--- config.mk ---
export PLATFORM = sky130hd
export DESIGN_NAME = flag_board
export DESIGN_NICKNAME = d
export VERILOG_FILES = /design/src/rtl/flag_board.sv
export SDC_FILE = /design/constraint.sdc
export NUM_CORES = 1
export LEC_CHECK = 0
export ABC_AREA = 1
export CORE_ASPECT_RATIO = 0.9
export CORE_MARGIN = 2
export CORE_UTILIZATION = 45
export CTS_BUF_LIST = sky130_fd_sc_hd__clkbuf_4 sky130_fd_sc_hd__clkbuf_8 sky130_fd_sc_hd__clkbuf_16
export DETAILED_ROUTE_END_ITERATION = 10
export GPL_TIMING_DRIVEN = 0
export HOLD_SLACK_MARGIN = 0.08
export PLACE_DENSITY = 0.69
export SLEW_MARGIN = 20
export SYNTH_ARGS = -nofsm -noshare
export SYNTH_HDL_FRONTEND = slang
export SYNTH_SLANG_ARGS = --single-unit
--- constraint.sdc ---
create_clock -name clk -period 6.67 [get_ports clk]
set_clock_uncertainty 0.05 [all_clocks]
set_input_delay 0.667 -clock clk [delete_from_list [all_inputs] [get_ports clk]]
set_output_delay 0.667 -clock clk [all_outputs]
set_load 0.02 [all_outputs]
--- src/rtl/flag_board.sv ---
// flag_board
// -----------------------------------------------------------------------------
// Flag-state store for a GRID_W x GRID_H Minesweeper board. One flag bit per
// cell. A player toggle request flips the bit under the cursor, unless the cell
// is revealed or the flag budget is spent. The block keeps a running flag count,
// sweeps the board clear on a new-game request, and answers a zero-latency
// "is the cell under the scan position flagged" lookup for the flag renderer.
//
// Ports
//   clk           system/pixel clock, rising edge
//   rst           asynchronous active-low reset
//   cur_x/cur_y   cursor column/row (4 bits each)
//   cur_revealed  cell at the cursor is revealed
//   game_active   toggles are accepted only while high
//   toggle_req    level request: toggle the flag at the cursor
//   clear_req     level request: clear every flag (new game)
//   xPixel/yPixel current scan position (10 bits each)
//   active_pixels scan is inside the visible area
//   flag_here     combinational: cell under the scan position is flagged
//   flag_count    number of flags currently set (9 bits)
//   busy          controller is not idle
//   toggle_done   one-cycle pulse: toggle applied
//   toggle_rej    one-cycle pulse: toggle refused
//   clear_done    one-cycle pulse: clear sweep finished
// -----------------------------------------------------------------------------
module flag_board #(
  parameter int GRID_W    = 16,
  parameter int GRID_H    = 16,
  parameter int CELL_W    = 40,
  parameter int CELL_H    = 30,
  parameter int MAX_FLAGS = 40
) (
  input  logic       clk,
  input  logic       rst,
  input  logic [3:0] cur_x,
  input  logic [3:0] cur_y,
  input  logic       cur_revealed,
  input  logic       game_active,
  input  logic       toggle_req,
  input  logic       clear_req,
  input  logic [9:0] xPixel,
  input  logic [9:0] yPixel,
  input  logic       active_pixels,
  output logic       flag_here,
  output logic [8:0] flag_count,
  output logic       busy,
  output logic       toggle_done,
  output logic       toggle_rej,
  output logic       clear_done
);

  typedef enum logic [1:0] {
    IDLE  = 2'd0,
    CHECK = 2'd1,
    WRITE = 2'd2,
    CLEAR = 2'd3
  } state_t;

  state_t     state_reg, state_next;

  logic [3:0] lat_x_reg, lat_y_reg;
  logic       lat_rev_reg;
  logic [3:0] row_cnt_reg;
  logic [8:0] count_reg, count_next;
  logic       busy_reg, busy_next;
  logic       done_reg, done_next;
  logic       rej_reg, rej_next;
  logic       cdone_reg, cdone_next;

  logic       latch_en;
  logic       wr_en;
  logic       clr_row_en;
  logic       cur_bit;

  // Packed view of all row registers, used by both the toggle path and the
  // pixel lookup.
  logic [GRID_H-1:0][GRID_W-1:0] flags;

  // ---------------------------------------------------------------------------
  // Flag storage: one register per row. A row is either zeroed by the clear
  // sweep or has a single bit inverted by a toggle; the two never coincide
  // because they belong to different controller states.
  // ---------------------------------------------------------------------------
  genvar gi;
  generate
    for (gi = 0; gi < GRID_H; gi++) begin : g_row
      logic [GRID_W-1:0] row_reg;

      always_ff @(posedge clk or negedge rst) begin
        if (!rst) begin
          row_reg <= '0;
        end else if (clr_row_en && (row_cnt_reg == 4'(gi))) begin
          row_reg <= '0;
        end else if (wr_en && (lat_y_reg == 4'(gi))) begin
          row_reg[lat_x_reg] <= ~row_reg[lat_x_reg];
        end
      end

      assign flags[gi] = row_reg;
    end
  endgenerate

  assign cur_bit = flags[lat_y_reg][lat_x_reg];

  // ---------------------------------------------------------------------------
  // Controller: state and registered outputs
  // ---------------------------------------------------------------------------
  always_ff @(posedge clk or negedge rst) begin
    if (!rst) begin
      state_reg   <= IDLE;
      lat_x_reg   <= '0;
      lat_y_reg   <= '0;
      lat_rev_reg <= 1'b0;
      row_cnt_reg <= '0;
      count_reg   <= '0;
      busy_reg    <= 1'b0;
      done_reg    <= 1'b0;
      rej_reg     <= 1'b0;
      cdone_reg   <= 1'b0;
    end else begin
      state_reg <= state_next;
      count_reg <= count_next;
      busy_reg  <= busy_next;
      done_reg  <= done_next;
      rej_reg   <= rej_next;
      cdone_reg <= cdone_next;
      if (latch_en) begin
        lat_x_reg   <= cur_x;
        lat_y_reg   <= cur_y;
        lat_rev_reg <= cur_revealed;
      end
      // The sweep counter idles at zero so every clear starts at row 0,
      // including one that aborts a toggle.
      if (state_reg == CLEAR) begin
        row_cnt_reg <= row_cnt_reg + 4'd1;
      end else begin
        row_cnt_reg <= '0;
      end
    end
  end

  // ---------------------------------------------------------------------------
  // Controller: next state and datapath controls
  // ---------------------------------------------------------------------------
  always_comb begin
    state_next = state_reg;
    count_next = count_reg;
    done_next  = 1'b0;
    rej_next   = 1'b0;
    cdone_next = 1'b0;
    latch_en   = 1'b0;
    wr_en      = 1'b0;
    clr_row_en = 1'b0;

    case (state_reg)
      IDLE: begin
        // Clear has priority over a simultaneous toggle.
        if (clear_req) begin
          state_next = CLEAR;
        end else if (toggle_req && game_active) begin
          state_next = CHECK;
          latch_en   = 1'b1;
        end
      end

      CHECK: begin
        if (clear_req) begin
          state_next = CLEAR;
        end else if (lat_rev_reg ||
                     (!cur_bit && (count_reg == 9'(MAX_FLAGS)))) begin
          rej_next   = 1'b1;
          state_next = IDLE;
        end else begin
          state_next = WRITE;
        end
      end

      WRITE: begin
        if (clear_req) begin
          state_next = CLEAR;
        end else begin
          wr_en      = 1'b1;
          // CHECK has already excluded overflow, so no saturation is needed.
          count_next = cur_bit ? (count_reg - 9'd1) : (count_reg + 9'd1);
          done_next  = 1'b1;
          state_next = IDLE;
        end
      end

      CLEAR: begin
        clr_row_en = 1'b1;
        if (row_cnt_reg == 4'(GRID_H - 1)) begin
          cdone_next = 1'b1;
          state_next = IDLE;
        end
      end

      default: begin
        state_next = IDLE;
      end
    endcase

    // The count drops to zero on the edge that enters the sweep.
    if ((state_next == CLEAR) && (state_reg != CLEAR)) begin
      count_next = '0;
    end
  end

  assign busy_next = (state_next != IDLE);

  // ---------------------------------------------------------------------------
  // Pixel lookup: scan position -> cell -> flag bit, zero latency. The board
  // is masked during the sweep so partially cleared rows never reach the
  // screen.
  // ---------------------------------------------------------------------------
  logic [9:0] x_cell, y_cell;

  assign x_cell = xPixel / 10'(CELL_W);
  assign y_cell = yPixel / 10'(CELL_H);

  always_comb begin
    flag_here = 1'b0;
    if (active_pixels && (x_cell < 10'(GRID_W)) && (y_cell < 10'(GRID_H)) &&
        (state_reg != CLEAR)) begin
      flag_here = flags[y_cell[3:0]][x_cell[3:0]];
    end
  end

  assign flag_count  = count_reg;
  assign busy        = busy_reg;
  assign toggle_done = done_reg;
  assign toggle_rej  = rej_reg;
  assign clear_done  = cdone_reg;

endmodule

==> flow_metrics.py <==
metrics = {
    "layout": {
        "layout-drive-gt1-share_pct": 5.91,
        "syn_to_final_growth_pct": 13.7,
        "largest_reg_flops": 256,
        "diodes": 0,
        "final_nets": 2696,
        "post-route-util_pct": 51.7,
    },
    "power": {
        "p_per_area_nw_per_um2": 389,
        "comb_power_share_pct": 45.8,
        "p_int_mw": 4.25,
        "p_leak_nw": 8.49,
        "seq_power_share_pct": 27.7,
        "power_switching_mw": 4.14,
        "clockPowerShare_pct": 26.5,
        "ir_worst_vdd_v": 0.000310,
        "swShare_pct": 49.4,
    },
    "critical_path": {
        "startpoint": "yPixel[7]",
        "crit_type": "input port to output port",
        "r2r_start": "lat_y_reg[1]$_DFFE_PN0P_",
        "startpoint_type": "input port",
        "max_stage_delay_ns": 0.65,
        "crit_arrival_ns": 5.69,
        "crit_family": "simple AND/OR/NAND/NOR gates",
        "path_max_fanout": 10,
        "crit_slowest_cell": "clkbuf_1",
        "critPathCaptureType": "output port",
        "cp_num_buf_inv": 7,
        "worstPathRequired_ns": 5.95,
        "crit_top_cell": "nand3_1",
    },
    "synthesis": {
        "synth_top_family_by_area": "compound AO/OA/AOI/OAI gates",
        "ys_ff_latch": 284,
        "synthMuxAreaShare_pct": 0.297,
        "synth_top_area_share_pct": 37.5,
        "ys_async_sr_fraction_pct": 100,
        "yosys.cell_types.count": 48,
        "synthTopCellsByArea": "dfrtp_1 38%, a21oi_1 8.5%, nand3_1 8.1%",
        "synth-simple-area-share_pct": 20.7,
        "netlist_area_um2": 18900,
        "synth_edf_count": 0,
        "synth-seq-area-share_pct": 37.5,
        "synth_top_cell_by_area": "dfrtp_1",
        "synth_xor_area_share_pct": 0.641,
        "synth-compound-area-share_pct": 31.0,
        "synth-main-ff-cell": "dfrtp_1",
        "postSynthCellCount": 2564,
        "yosys_warnings": 0,
        "synthAdderAreaFrac_pct": 0.832,
        "synth_nets": 2611,
        "avgSynthCellArea_um2": 7.39,
    },
    "sta": {
        "finalSetupViolCount": 0,
        "maxSlewHeadroom_pct": 12.3,
        "period_share_pct": 96.1,
        "holdWs_ns": 0.468,
        "grt_setup_unrepaired": "false",
        "max_freq_mhz": 156,
        "hold_viol": 0,
        "worstMarginPinSlew_ns": 1.31,
        "maxSlewViolCount": 0,
        "fin_crit_ns": 6.41,
    },
    "clock_tree": {
        "cts_buffers": 34,
        "clk_latency_ns": 0.59,
        "cts.sinks": 284,
        "cts_tree": "yes",
        "path_clk_slew_ns": 0.06,
        "clockBufferDepth": 3,
        "ctsHtreeMaxLevel": 2,
        "root_buffer": "clkbuf_16",
    },
    "drt": {
        "wl_met3_mm": 17.9,
        "detailedRoute.firstPassIterationCount": 8,
        "routed_wirelength_mm": 110,
        "ant_nets": 0,
        "drt-met1-wl_mm": 40.4,
        "drt_iter0_drc": 4463,
        "viasPerCell": 7.21,
        "dr.max_layer_used": "met5",
        "dr_total_vias": 23200,
        "wl_met2_mm": 42.9,
        "drc": 0,
        "wl_per_cell_um": 34.2,
    },
    "placed_design": {
        "gp_congestion": 1.14,
        "dp_hpwl_mm": 82.3,
        "portBuffers": 43,
    },
    "global_route": {
        "grt_first_pass_wirelength_mm": 152,
        "grt_pass1_vias": 21100,
        "grtUsageTotal_pct": 49.8,
        "grt-ovfl-total": 0,
        "antenna_found_initial": 2,
        "grt_max_degree": 103,
    },
    "hold_path": {
        "min_from": "row_cnt_reg[0]$_DFF_PN0_",
        "min_path_type": "register to register",
    },
    "die": {
        "io_pins": 49,
        "start_util_pct": 45.5,
        "core-area_um2": 41700,
        "dieArea_um2": 43800,
        "die_x_um": 220,
        "num_rows": 71,
        "dieHeight_um": 199,
    },
    "outcome": {
        "status": "finished clean",
    },
    "job": {
        "max_cap_violations": 0,
    },
}
## layout make-up
type                       instances  area [µm²]
sequential                       284        7110
clock inverter                    15         262
clock buffer                      47        1030
tap                              547         684
buffer                           178         798
inverter                         250         938
fill                            4004       20100
timing repair buffer              50         569
multi-input combinational       1851       10200
## cell usage in the layout (no fill, tap or decap), types with 124 or more instances in the layout
master / synthesis / layout
a21oi_1: 321 / 320
a22oi_1: 130 / 130
a311oi_1: 128 / 128
clkbuf_1: 135 / 124
dfrtp_1: 284 / 284
inv_1: 237 / 237
nand2_1: 327 / 327
nand3_1: 307 / 305
nor2_1: 199 / 196
o21ai_0: 176 / 176
## layer usage
metal,track usage [%],vias up
li1,-,9477
met1,63.2,11100
met2,67.2,2138
met3,23.7,499
met4,31.9,8
met5,0,-
## cell usage after synthesis, types with 5 or more instances
| cell type | instances |
|---|---|
| nand4_1 | 27 |
| ha_1 | 11 |
| dfrtp_1 | 284 |
| xor2_1 | 8 |
| o221ai_1 | 68 |
| o21ai_1 | 20 |
| buf_1 | 15 |
| buf_4 | 6 |
| buf_6 | 8 |
| nand2_1 | 327 |
| nor2_1 | 199 |
| nor4_1 | 9 |
| o21ai_0 | 176 |
| nand3_1 | 307 |
| inv_2 | 9 |
| nand2_2 | 8 |
| buf_2 | 15 |
| a22oi_1 | 130 |
| mux2_2 | 5 |
| inv_1 | 237 |
| a311oi_1 | 128 |
| o22ai_1 | 70 |
| a21oi_1 | 321 |
| clkbuf_1 | 135 |
## cell families (layout without fill, tap and decap cells)
kind of cell	count (synthesis)	in the layout
AO/OA/AOI/OAI	929	929
XOR/XNOR	13	13
adder cells (fa/ha/maj)	12	12
buffers and inverters	429	540
flip-flops	284	284
multiplexers	5	5
AND/OR/NAND/NOR	892	892
## power by group through the flow
stage	Sequential (mW)	Clock (mW)	Combinational (mW)
4_1_cts	2.30	2.20	3.57
6_report	2.33	2.22	3.84
5_1_grt	2.34	2.27	3.91
3_3_place_gp	2.32	0	3.50
2_1_floorplan	2.24	0	2.03
3_5_place_dp	2.33	0	3.54
## repair_timing
action | 4_1_cts | 5_1_grt
setup endpoints to repair | 1 | 1
hold buffers | 1 | 0
hold endpoints to repair | 45 | 0
buffers inserted | 2 | 0
gates resized for setup | 14 | 23
pin swaps | 1 | 0
## final timing paths
kind                       slack, ns  cells past startpoint                          endpoint
setup / recovery                0.26                     28                         flag_here
hold / removal                  0.47                      1          row_cnt_reg[0]$_DFF_PN0_
setup reg to reg                0.50                     21         flag_count[8]$_DFFE_PN0P_
hold reg to reg                 0.47                      1          row_cnt_reg[0]$_DFF_PN0_
max in group asynchronous       4.91                      4  g_row[6].row_reg[10]$_DFFE_PN0P_
min in group asynchronous       0.54                      2   g_row[7].row_reg[0]$_DFFE_PN0P_
## worst register-to-register path, delay by kind of cell (launching register included)
kind,cells,cell delay [ns]
AOI/OAI and AO/OA,11,2.44
buffers and inverters,3,1.43
and+or+nand+nor,4,0.91
adders and majority gates,1,0.51
xor gates and xnor gates,2,0.37
DFF,1,0.32
## through the flow
step | instance area (µm²) | power (mW) | setup TNS, ns | setup WS (ns) | std cells
6_report | 21500 | 8.39 | 0 | 0.262 | 3222
3_3_place_gp | 20100 | 5.82 | -2164.96 | -7.68 | 3154
3_5_place_dp | 20200 | 5.87 | -0.258 | -0.258 | 3158
4_1_cts | 21500 | 8.07 | 0 | 0.0232 | 3223
5_1_grt | 21500 | 8.52 | 0 | 0.262 | 3222
2_1_floorplan | 18900 | 4.26 | 0 | 2.35 | 2564
Note: power is estimated with default switching activity, not from simulation.
